[src/rtl/hc_pkg.sv]
// Shared HardCloud types and constants used by the request scheduler and the requestor FSMs.
package hc_pkg;

  localparam int unsigned HC_BUFFER_SIZE   = 2;  // TX buffers first, then RX
  localparam int unsigned HC_REQUEST_DEPTH = 8;
  localparam int unsigned HC_ID_WIDTH      = 8;
  localparam int unsigned HC_OFFSET_WIDTH  = 32;

  localparam int unsigned HC_SCHED_MAX_OUTSTANDING = HC_REQUEST_DEPTH;

  typedef enum logic [1:0] {
    e_REQUEST_IDLE  = 2'd0,
    e_REQUEST_READ  = 2'd1,
    e_REQUEST_WRITE = 2'd2
  } t_request_cmd;

  typedef logic [HC_ID_WIDTH-1:0] t_request_cmd_id;

  typedef struct packed {
    t_request_cmd                 cmd;
    t_request_cmd_id              id;
    logic [HC_OFFSET_WIDTH-1:0]   offset;
  } t_request_control;

  // size is counted in cache lines
  typedef struct packed {
    logic [63:0] address;
    logic [31:0] size;
  } t_hc_buffer;

  typedef enum logic [1:0] {
    S_SCHED_IDLE,
    S_SCHED_RUN,
    S_SCHED_DRAIN
  } t_sched_state;

  typedef logic [$clog2(HC_SCHED_MAX_OUTSTANDING + 1)-1:0] t_sched_credit;

  // Only read and write are commands the requestors can execute.
  function automatic logic hc_cmd_legal(t_request_cmd cmd);
    return (cmd == e_REQUEST_READ) || (cmd == e_REQUEST_WRITE);
  endfunction

endpackage

[src/rtl/hc_rr_arbiter.sv]
// N-way round-robin arbiter: one-hot grant plus binary index; the pointer moves past the
// winner only when the caller signals that the grant was taken (advance).
module hc_rr_arbiter #(
  parameter int unsigned N = 2,
  localparam int unsigned IW = (N > 1) ? $clog2(N) : 1
) (
  input  logic          clk,
  input  logic          reset,
  input  logic [N-1:0]  req,
  input  logic          advance,
  output logic [N-1:0]  grant,
  output logic [IW-1:0] index
);

  logic [IW-1:0] rr_ptr;
  logic [IW:0]   cand;
  logic          found;

  // Pick the first requester at or after rr_ptr, wrapping around
  always_comb begin
    grant = '0;
    index = '0;
    found = 1'b0;
    cand  = '0;
    for (int unsigned k = 0; k < N; k++) begin
      cand = {1'b0, rr_ptr} + (IW+1)'(k);
      if (cand >= (IW+1)'(N)) cand = cand - (IW+1)'(N);
      if (!found && req[cand[IW-1:0]]) begin
        found                 = 1'b1;
        grant[cand[IW-1:0]]   = 1'b1;
        index                 = cand[IW-1:0];
      end
    end
  end

  // Rotate priority to just past the granted requester
  always_ff @(posedge clk) begin
    if (reset) begin
      rr_ptr <= '0;
    end else if (advance) begin
      rr_ptr <= (index == IW'(N - 1)) ? '0 : index + IW'(1);
    end
  end

endmodule

[src/rtl/hc_request_scheduler.sv]
// Shares the HardCloud requestor command path between per-buffer requesters: start/stop
// gating, round-robin arbitration, offset bounds checking and an in-flight credit limit.
// Optional grant/stall performance counters are built when HC_SCHED_PERF_EN is defined.
module hc_request_scheduler
  import hc_pkg::*;
#(
  parameter int unsigned N_REQ           = HC_BUFFER_SIZE,
  parameter int unsigned MAX_OUTSTANDING = HC_SCHED_MAX_OUTSTANDING
) (
  input  logic                         clk,
  input  logic                         reset,
  input  logic                         start,
  input  logic                         stop,
  input  t_hc_buffer [N_REQ-1:0]       buffer_cfg,
  input  logic [N_REQ-1:0]             req_valid,
  input  t_request_control [N_REQ-1:0] req_ctrl,
  output logic [N_REQ-1:0]             req_ready,
  output logic                         out_valid,
  output t_request_control             out_ctrl,
  input  logic                         out_ready,
  input  logic                         cpl_valid,
  output logic                         busy,
  output logic                         done,
  output logic                         err_oob,
  output t_request_cmd_id              err_id,
  output logic [N_REQ-1:0][31:0]       perf_grants,
  output logic [31:0]                  perf_stall
);

  localparam int unsigned IW = (N_REQ > 1) ? $clog2(N_REQ) : 1;
  localparam int unsigned CW = $clog2(MAX_OUTSTANDING + 1);

  t_sched_state      state_q, state_d;
  logic              done_q, done_d;
  logic [CW-1:0]     outstanding_q;
  logic [N_REQ-1:0]  arb_grant;
  logic [IW-1:0]     arb_index;
  logic              start_accept, slot_free, credit_ok, granted, legal, fwd, drop;
  logic              credit_inc, credit_dec;
  t_request_control  sel_ctrl, fwd_ctrl;
  logic              unused_cfg_bits;

  // Buffer addresses and incoming ids are not needed for scheduling.
  assign unused_cfg_bits = ^{buffer_cfg, req_ctrl};

  assign start_accept = (state_q == S_SCHED_IDLE) && start;
  assign slot_free    = !out_valid || out_ready;
  // A command held in the output register has already claimed its credit.
  assign credit_ok    = ({1'b0, outstanding_q} + (CW+1)'(out_valid)) < (CW+1)'(MAX_OUTSTANDING);
  assign granted      = (state_q == S_SCHED_RUN) && slot_free && credit_ok && (|req_valid);
  assign req_ready    = granted ? arb_grant : '0;

  assign sel_ctrl = req_ctrl[arb_index];
  assign legal    = hc_cmd_legal(sel_ctrl.cmd) && (sel_ctrl.offset < buffer_cfg[arb_index].size);
  assign fwd      = granted && legal;
  assign drop     = granted && !legal;

  assign credit_inc = out_valid && out_ready;
  assign credit_dec = cpl_valid && (outstanding_q != '0);

  assign busy = (state_q != S_SCHED_IDLE);
  assign done = done_q;

  hc_rr_arbiter #(
    .N (N_REQ)
  ) u_arb (
    .clk     (clk),
    .reset   (reset),
    .req     (req_valid),
    .advance (granted),
    .grant   (arb_grant),
    .index   (arb_index)
  );

  // Forwarded command carries the requester index as its id
  always_comb begin
    fwd_ctrl    = sel_ctrl;
    fwd_ctrl.id = t_request_cmd_id'(arb_index);
  end

  // Next state and drain-complete pulse
  always_comb begin
    state_d = state_q;
    done_d  = 1'b0;
    unique case (state_q)
      S_SCHED_IDLE:  if (start) state_d = S_SCHED_RUN;
      S_SCHED_RUN:   if (stop) state_d = S_SCHED_DRAIN;
      S_SCHED_DRAIN: begin
        if ((outstanding_q == '0) && !out_valid) begin
          state_d = S_SCHED_IDLE;
          done_d  = 1'b1;
        end
      end
      default:       state_d = S_SCHED_IDLE;
    endcase
  end

  // State register
  always_ff @(posedge clk) begin
    if (reset) begin
      state_q <= S_SCHED_IDLE;
      done_q  <= 1'b0;
    end else begin
      state_q <= state_d;
      done_q  <= done_d;
    end
  end

  // Output slot: load on forward, hold until the requestor takes it
  always_ff @(posedge clk) begin
    if (reset) begin
      out_valid <= 1'b0;
      out_ctrl  <= '0;
    end else if (fwd) begin
      out_valid <= 1'b1;
      out_ctrl  <= fwd_ctrl;
    end else if (out_ready) begin
      out_valid <= 1'b0;
    end
  end

  // In-flight credit counter; a completion with nothing in flight is ignored
  always_ff @(posedge clk) begin
    if (reset) begin
      outstanding_q <= '0;
    end else if (credit_inc && !credit_dec) begin
      outstanding_q <= outstanding_q + CW'(1);
    end else if (!credit_inc && credit_dec) begin
      outstanding_q <= outstanding_q - CW'(1);
    end
  end

  // Sticky drop error, remembering the first offender
  always_ff @(posedge clk) begin
    if (reset || start_accept) begin
      err_oob <= 1'b0;
      err_id  <= '0;
    end else if (drop) begin
      err_oob <= 1'b1;
      if (!err_oob) err_id <= t_request_cmd_id'(arb_index);
    end
  end

`ifdef HC_SCHED_PERF_EN
  logic [N_REQ-1:0][31:0] perf_grants_q;
  logic [31:0]            perf_stall_q;

  // Per-requester forwarded count and stalled run cycles, wrapping at 2^32
  always_ff @(posedge clk) begin
    if (reset || start_accept) begin
      perf_grants_q <= '0;
      perf_stall_q  <= '0;
    end else begin
      if (fwd) perf_grants_q[arb_index] <= perf_grants_q[arb_index] + 32'd1;
      if ((state_q == S_SCHED_RUN) && (|req_valid) && !granted) begin
        perf_stall_q <= perf_stall_q + 32'd1;
      end
    end
  end

  assign perf_grants = perf_grants_q;
  assign perf_stall  = perf_stall_q;
`else
  assign perf_grants = '0;
  assign perf_stall  = '0;
`endif

endmodule

[config.mk]
export PLATFORM = sky130hd
export DESIGN_NAME = hc_request_scheduler
export DESIGN_NICKNAME = d
export VERILOG_FILES = /design/src/rtl/hc_pkg.sv /design/src/rtl/hc_rr_arbiter.sv /design/src/rtl/hc_request_scheduler.sv
export SDC_FILE = /design/constraint.sdc
export NUM_CORES = 1
export LEC_CHECK = 0
export ABC_AREA = 1
export CAP_MARGIN = 20
export CORE_AREA = 2 2 170 172
export DETAILED_ROUTE_END_ITERATION = 12
export DIE_AREA = 0 0 172 174
export PLACE_DENSITY = 0.49
export SLEW_MARGIN = 20
export SYNTH_ARGS = -nofsm -noshare
export SYNTH_HDL_FRONTEND = slang
export SYNTH_SLANG_ARGS = --single-unit
[constraint.sdc]
create_clock -name clk -period 6 [get_ports clk]
set_input_delay 0.9 -clock clk [delete_from_list [all_inputs] [get_ports clk]]
set_output_delay 0.9 -clock clk [all_outputs]
set_load 0.02 [all_outputs]
After elaboration in Yosys (flattened, before gate mapping)
Cells that the tools add are included.

operators by class
  reductions and logical operators = 33
  $add $sub $neg = 7
  eq/ne operators = 7
  bitwise operators = 3
  mux-type cells = 30
  magnitude comparators = 9

operators by type and width
  kind                   count
  $mux W42               2
  $mux W32               2
  $lt A32 B32 Y1         1
  $logic_and A1 B1 Y1    15
  $mux W1                15
  $mux W2                6
  $mux W4                2
  $lt A1 B2 Y1 const B   3
  $ne A2 B2 Y1 const B   3
  $pmux W2 S3            1
  $reduce_bool A2 Y1     3
  $add A4 B1 Y5          1
  $logic_not A1 Y1       5
  $lt A5 B4 Y1 const B   1
  $add A4 B1 Y4 const B  1
  $eq A2 B1 Y1 const B   2
  $eq A2 B2 Y1 const B   2
  $logic_not A4 Y1       1
  $reduce_bool A4 Y1     1
  $reduce_or A2 Y1       2
  $sub A4 B1 Y4 const B  1
  $logic_or A1 B1 Y1     3
  $reduce_and A3 Y1      1
  $add A1 B1 Y2 const B  1
  other kinds (10)       14

storage, ports and cells
  register bits after elaboration = 46
  output and inout port bits = 152
  input bits = 284

Longest topological paths before layout
Gate-level depths: netlist (run 1).

  word-level depth = 16
  gate-level depth with buffers = 22
  depth with buffers taken out = 21

Modules after synthesis
Synthesis (run 1) repeated with hierarchy kept, for this count alone.

second synthesis, totals
  cell total of the unflattened synthesis = 602
  area, all modules = 4140.2 sq um

by module, submodules not included
  module                cells each  area each (sq um)  instances
  hc_request_scheduler  591         4067.7             1
  hc_rr_arbiter         11          72.6               1

Worst setup path before layout (run 1)
No wires, ideal clock.

  path kind = in2reg
  from = in req_valid[0]
  to = reg out_ctrl[32] (netlist bit)
  stages = 19
  buffers on the path = 3
  data arrival time = 3312 ps
  setup slack = 2618 ps
  cells stage by stage = inv_1 -> nand2_2 -> nand2_2 -> clkbuf_1 -> buf_2 -> mux2i_1 -> ha_1 -> a21oi_1 -> o21ai_0 -> nand2_1 -> nand2_1 -> nand2_1 -> a21oi_1 -> nor3_4 -> nand3_4 -> inv_4 -> buf_6 -> nand2_1 -> a21oi_1

between the ends
  cells in the longest elaborated chain, start to end = 12
  elaborated cells between the ends (all ways) = 21

ends and longest elaborated chain
  what                                                     line                         RTL
  start: declaration                                       hc_request_scheduler.sv:15   input logic [N_REQ-1:0] req_valid,
  branches (longest 12 deep; another with $lt A32 B32 Y1)  n/a
  end signal: assignment                                   hc_request_scheduler.sv:116  out_ctrl <= fwd_ctrl;
  end: declaration                                         hc_request_scheduler.sv:19   output t_request_control out_ctrl,

Parallel ways; which one is timed is not known. The select of a mux whose other input is x is not followed.
A chain may end at the register's enable or synchronous reset.

==> results_dict.tcl, run 1 <==
set metrics [dict create \
    status "finished clean" \
    period_needed_ps 4650 \
    synth.top_cell.area_share_pct 22.3 \
    grt_max_degree 48 \
    cts_htree_levels 2 \
    cts_tree "yes" \
    syn-cell-area_sq_um 4130 \
    hold_viol_final 0 \
    synth.area.top_cells "dfxtp_1 22%, buf_4 20%, nand2_1 19%" \
    clk_latency_ps 300 \
    drive_gt1_share_pct 2.49 \
    drt-total-wl_um 13400 \
    worstPathRequired_ps 6220 \
    cts_hold_buf 0 \
    first_iter_violations 118 \
    layout_commonest_cell "nand2_1" \
    cts.reportedPaths.clkPinSlew_ps 70 \
    grt_use_met2_pct 14.4 \
    final_util_pct 21.6 \
    maxCapViolations 0 \
    path_class "in2reg" \
    yosysWarnings 0 \
    wl_per_cell_um 11.7 \
    tns_ps 0 \
    fin_area_sq_um 6090 \
    start_util_pct 14.6 \
    worst_pin_slew_ps 873 \
    timing.final.crit_share_pct 77.6 \
    drt_drc_violations_left 0 \
    cts_setup_buffers 0 \
    synth_cell_types 31 \
    mostFrequentLayoutCells "206 x nand2_1, 180 x clkdlybuf4s50_1, 110 x conb_1, 57 x a21oi_1, 46 x dfxtp_1" \
    area_delta_synth_final_pct 47.4 \
    setup_viol 0 \
    instances_no_fill 1147 \
    p_leak_nw 2.65 \
    synth-seq-cells 46 \
    place_area_sq_um 5940 \
    cts_root_buffer "clkbuf_16" \
    fp-row-count 62 \
    cts_buffers 5 \
    startpoint_type "primary input" \
    nets 1081 \
    core_sq_um 28200 \
    hold_start "out_ctrl[5]" \
    cp-startpoint "req_valid[1]" \
    postRouteAntennaNets 0 \
    io_buffers 181 \
    io_pins 436 \
    die_w_um 172 \
    die_h_um 174 \
    power_density_nw_per_um2 193 \
    ctsLongestPathBuffers 2 \
    gp_congestion 0.717 \
    fillers 3205 \
    dieArea_sq_um 29900 \
    path_max_fanout 35 \
    yosysTopAreaCell "dfxtp_1" \
    cts.sink_count 46 \
    viasPerCell 3.38 \
    n_antenna_cell 0 \
    grt.overflow.total 0 \
    slew_headroom_pct 41.8 \
    cp.arrival_ps 4870 \
    irDropWorstVdd_uv 91.0 \
    use_met3_pct 2.30 \
    vias 3879 \
    hold_class "reg2reg" \
    maxSlewViolCount 0 \
    syn-mean-instance-area_sq_um 6.98 \
    clock.fmax_mhz 215 \
    synth_cells 592 \
    top_usage_layer "met2" \
    first_pass_iters 4 \
    antenna_found_initial 0 \
    grt_pass1_wl_um 19600 \
    met1_usage_pct 11.2 \
    dp_cells 1139 \
    finalClockSkew_ps 3.55 \
    dp_hpwl_um 10900 \
    end_kind "flip-flop" \
    grt_pass1_vias 3523 \
    track_usage_pct 8.62 \
    total_power_mw 1.17 \
    ctsResizeCount 0 \
    yosysSeqAreaShare_pct 22.3 \
    grt_setup_unrepaired "no" \
    reg2reg_from "u_arb.rr_ptr" \
]
==> flip-flops by register name, indices dropped and copies added, names as in the netlist <==
register	flops
outstanding_q	4
out_valid	1
out_ctrl	35
state_q	2
err_oob	1
err_id	1
u_arb.rr_ptr	1
done	1
==> synthesized netlist by cell type <==
cell type / n
a211oi_1: 3
a21oi_1: 57
and2_1: 1
and3_1: 1
buf_1: 1
buf_2: 6
buf_4: 110
buf_6: 3
clkbuf_1: 11
conb_1: 1
dfxtp_1: 46
fa_1: 1
ha_1: 34
inv_1: 29
inv_4: 1
mux2i_1: 32
mux2i_4: 1
nand2_1: 206
nand2_2: 3
nand3_1: 8
nand3_4: 1
nand4_1: 4
nor2_1: 15
nor3_1: 2
nor3_4: 1
nor4_1: 1
nor4b_1: 1
o211ai_1: 1
o21ai_0: 7
xnor2_1: 1
xor2_1: 3
==> critical path, stage by stage <==
cell and delay [ps]:
clkdlybuf4s50_1 580, nand2_2 120, nand2_4 310, inv_1 280, buf_4 280, nand2_1 80
nand2_1 70, ha_1 320, a21oi_1 140, o21ai_0 110, nand2_1 70, nand2_1 40
nand2_1 80, a21oi_1 130, nor3_4 260, nand3_4 330, inv_4 470, nand2_1 120
a21oi_1 140
==> power by group <==
part           internal [mW]  switching, mW
sequential             0.331         0.0238
clock                  0.166          0.131
combinational          0.222          0.300
==> kinds of logic (layout without fill, tap and decap cells) <==
group | after synthesis | in the layout | synth area share (%)
flops | 46 | 46 | 22.3
buf+inv | 161 | 223 | 25.4
simple gates | 244 | 244 | 23.8
xor+xnor | 4 | 4 | 0.848
compound gates | 68 | 68 | 8.48
mux | 33 | 33 | 8.30
other cells | 1 | 110 | 0.0907
fa+ha+maj | 35 | 35 | 10.8
==> final timing paths <==
check	endpoint	slack, ps	cells after the start
min reg2reg	out_ctrl[5]	460	2
max	out_ctrl[40]	1350	19
min	out_ctrl[5]	460	2
max reg2reg	out_ctrl[40]	2220	18
==> layer usage <==
metal,share of wire (%),vias to the layer above
met2,46,174
met1,45,1678
met3,8.3,8
li1,-,2019
met5,0,-
met4,0.68,0
==> cell type report <==
class | count | area (sq um) | share of cell area [%]
multi-input cells | 494 | 2580 | 42.3
repair buffers | 185 | 1850 | 30.4
flip-flops and latches | 46 | 921 | 15.1
well taps | 384 | 480 | 7.89
clock buffers | 7 | 143 | 2.34
inverters | 30 | 115 | 1.89
clock inverters | 1 | 5.00 | 0.0822
==> stage by stage <==
stage | hold WS (ps) | setup WS (ps)
after global placement | 452 | 840
after detailed placement | 457 | 867
after floorplan | 468 | 2620
final | 463 | 1350
after CTS | 467 | 1150
after global routing | 477 | 835
No activity file was read; power rests on OpenSTA's default activity.
==> run 2: changes to the inputs <==
--- a/config.mk
+++ b/config.mk
@@ -10,7 +10,7 @@
 export CORE_AREA = 2 2 170 172
 export DETAILED_ROUTE_END_ITERATION = 12
 export DIE_AREA = 0 0 172 174
-export PLACE_DENSITY = 0.49
+export PLACE_DENSITY = 0.51
 export SLEW_MARGIN = 20
 export SYNTH_ARGS = -nofsm -noshare
 export SYNTH_HDL_FRONTEND = slang
==> constraint.sdc (replaced) <==
create_clock -name clk -period 4.05 [get_ports clk]
set_input_delay 0.6075 -clock clk [delete_from_list [all_inputs] [get_ports clk]]
set_output_delay 0.6075 -clock clk [all_outputs]
set_load 0.02 [all_outputs]
==> run 2 against run 1 <==
Setup slack got worse by 920 ps. Cell count grew 1.5%. Critical path type unchanged. Largest cell class unchanged. Clock power rose by 57%. Via count increased by 1.9%. Non-clock buffer count up 16. Combinational power rose by 53%. Highest routed layer unchanged.
==> results_dict.tcl, run 2 (synthesis gave the netlist of run 1 again) <==
set metrics [dict create \
    fp-row-count 62 \
    cts_htree_levels 2 \
    slew_headroom_pct 40.4 \
    critPathBufInv 4 \
    crit_chain "clkdlybuf4s50_1, nand2_2, nand2_4, inv_1, buf_4, nand2_1, nand2_1, ha_1, a21oi_1, o21ai_0, nand2_1, nand2_1, nand2_1, a21oi_1, nor3_4, nand3_4, inv_4, nand2_1, a21oi_1" \
    hold_class "reg2reg" \
    p_leak_nw 2.74 \
    hold_slack_ps 465 \
    cts_root_buffer "clkbuf_16" \
    startpoint_type "primary input" \
    drt_drc_violations_left 0 \
    drive_gt1_share_pct 4.75 \
    cts.sink_count 46 \
    grt_max_degree 41 \
    largest_reg_flops 35 \
    clock.fmax_mhz 276 \
    die_h_um 174 \
    period_needed_ps 3620 \
    path_class "in2reg" \
    status "finished clean" \
    reg2reg_to "out_ctrl[21]" \
    path_max_fanout 35 \
    maxSlewViolCount 0 \
    grt_setup_unrepaired "no" \
    rrSetupSlack_ps 1010 \
    crit_family "buffers and inverters" \
    hold_viol_final 0 \
    reg2reg_from "u_arb.rr_ptr" \
    start_util_pct 14.6 \
    layout_commonest_cell "nand2_1" \
    first_iter_violations 163 \
    cts_buffers 5 \
    io_pins 436 \
    mostFrequentLayoutCells "206 x nand2_1, 180 x clkdlybuf4s50_1, 110 x conb_1, 57 x a21oi_1, 46 x dfxtp_1" \
    cts_setup_buffers 0 \
    io_buffers 181 \
    cts_hold_buf 0 \
    worstPathRequired_ps 4270 \
    antenna_found_initial 1 \
    critPathSlowestCell "clkdlybuf4s50_1" \
    dieArea_sq_um 29900 \
    worst_pin_slew_ps 893 \
    cp.arrival_ps 3840 \
    die_w_um 172 \
    wl_per_cell_um 11.9 \
    cts.reportedPaths.clkPinSlew_ps 70 \
    finalClockSkew_ps 5.41 \
    cts_tree "yes" \
    critPathMaxStageDelay_ps 580 \
    area_delta_synth_final_pct 51.1 \
    grt_pass1_vias 3626 \
    hold_start "out_ctrl[32]" \
    gp_congestion 0.732 \
    grt_pass1_wl_um 19900 \
    irDropWorstVdd_uv 160 \
    maxCapViolations 0 \
    core_sq_um 28200 \
    setup_viol 0 \
    largest_register "out_ctrl" \
    power_density_nw_per_um2 287 \
    nets 1097 \
    vias 3951 \
    reg_top3 "out_ctrl x35, outstanding_q x4, state_q x2" \
    crit_top_cell "nand2_1" \
    end_kind "flip-flop" \
    ctsLongestPathBuffers 2 \
    ctsResizeCount 0 \
    track_usage_pct 8.81 \
    postRouteAntennaNets 0 \
    first_pass_iters 4 \
    grt.overflow.total 0 \
    timing.final.crit_share_pct 89.4 \
    ff2ff_path_depth 18 \
    total_power_mw 1.79 \
    drt-total-wl_um 13800 \
    dp_hpwl_um 11200 \
    hold_end "out_ctrl[32]" \
    whs_path_depth 2 \
    clk_latency_ps 300 \
    viasPerCell 3.39 \
]
## run 2: cell types whose count changed in the layout (fill, tap and decap cells not counted), sizes merged
| cell | delta |
|---|---|
| diode | +1 |
| buf | +16 |
## run 2: report_power, final
part / internal [mW] / switching, mW / total (mW)
combinational: 0.353 / 0.447 / 0.800
clock: 0.265 / 0.200 / 0.465
sequential: 0.491 / 0.0360 / 0.527
total: 1.11 / 0.684 / 1.79
## run 2: through the flow
step	setup WS [ps]	cells	util [%]	cell area [sq um]	setup TNS (ps)
after floorplan	960	701	-	4540	0
after global placement	-12.6	1155	21.5	6070	-44.2
after detailed placement	-58.3	1155	21.5	6070	-806
after CTS	250	1163	22.1	6240	0
after global routing	59.5	1163	22.1	6240	0
final	430	1164	22.1	6240	0
## run 2: layout make-up
cell class / count / area [sq um]
multi-input cells: 494 / 2580
repair buffers: 201 / 1980
clock buffers: 7 / 153
clock inverters: 1 / 8.76
diodes: 1 / 2.50
well taps: 384 / 480
inverters: 30 / 115
flip-flops and latches: 46 / 921
fillers: 3165 / 22000
## run 2: worst max-delay path by stage
stage	to	cells past startpoint	slack (ps)	start
after detailed placement	out_ctrl[11]	18	-60	req_valid[1]
after floorplan	out_ctrl[32]	19	960	req_valid[0]
after global placement	out_ctrl[40]	19	-10	req_valid[1]
after CTS	out_ctrl[11]	18	250	req_valid[1]
final	out_ctrl[21]	19	430	req_valid[1]
after global routing	out_ctrl[13]	18	60	req_valid[1]
## run 2: tightest hold or removal path: stages, from the launching register on
cell and delay (ps):
dfxtp_1 310, nand2_1 60, a21oi_1 50
## run 2: per-layer routing
metal | vias to the layer above | part of all wire [%] | global-route usage [%]
met2 | 175 | 47 | 15.2
li1 | 2056 | - | -
met1 | 1712 | 44 | 11.0
met4 | 0 | 0.64 | 1.58
met3 | 8 | 8.4 | 2.39
met5 | - | 0 | 0
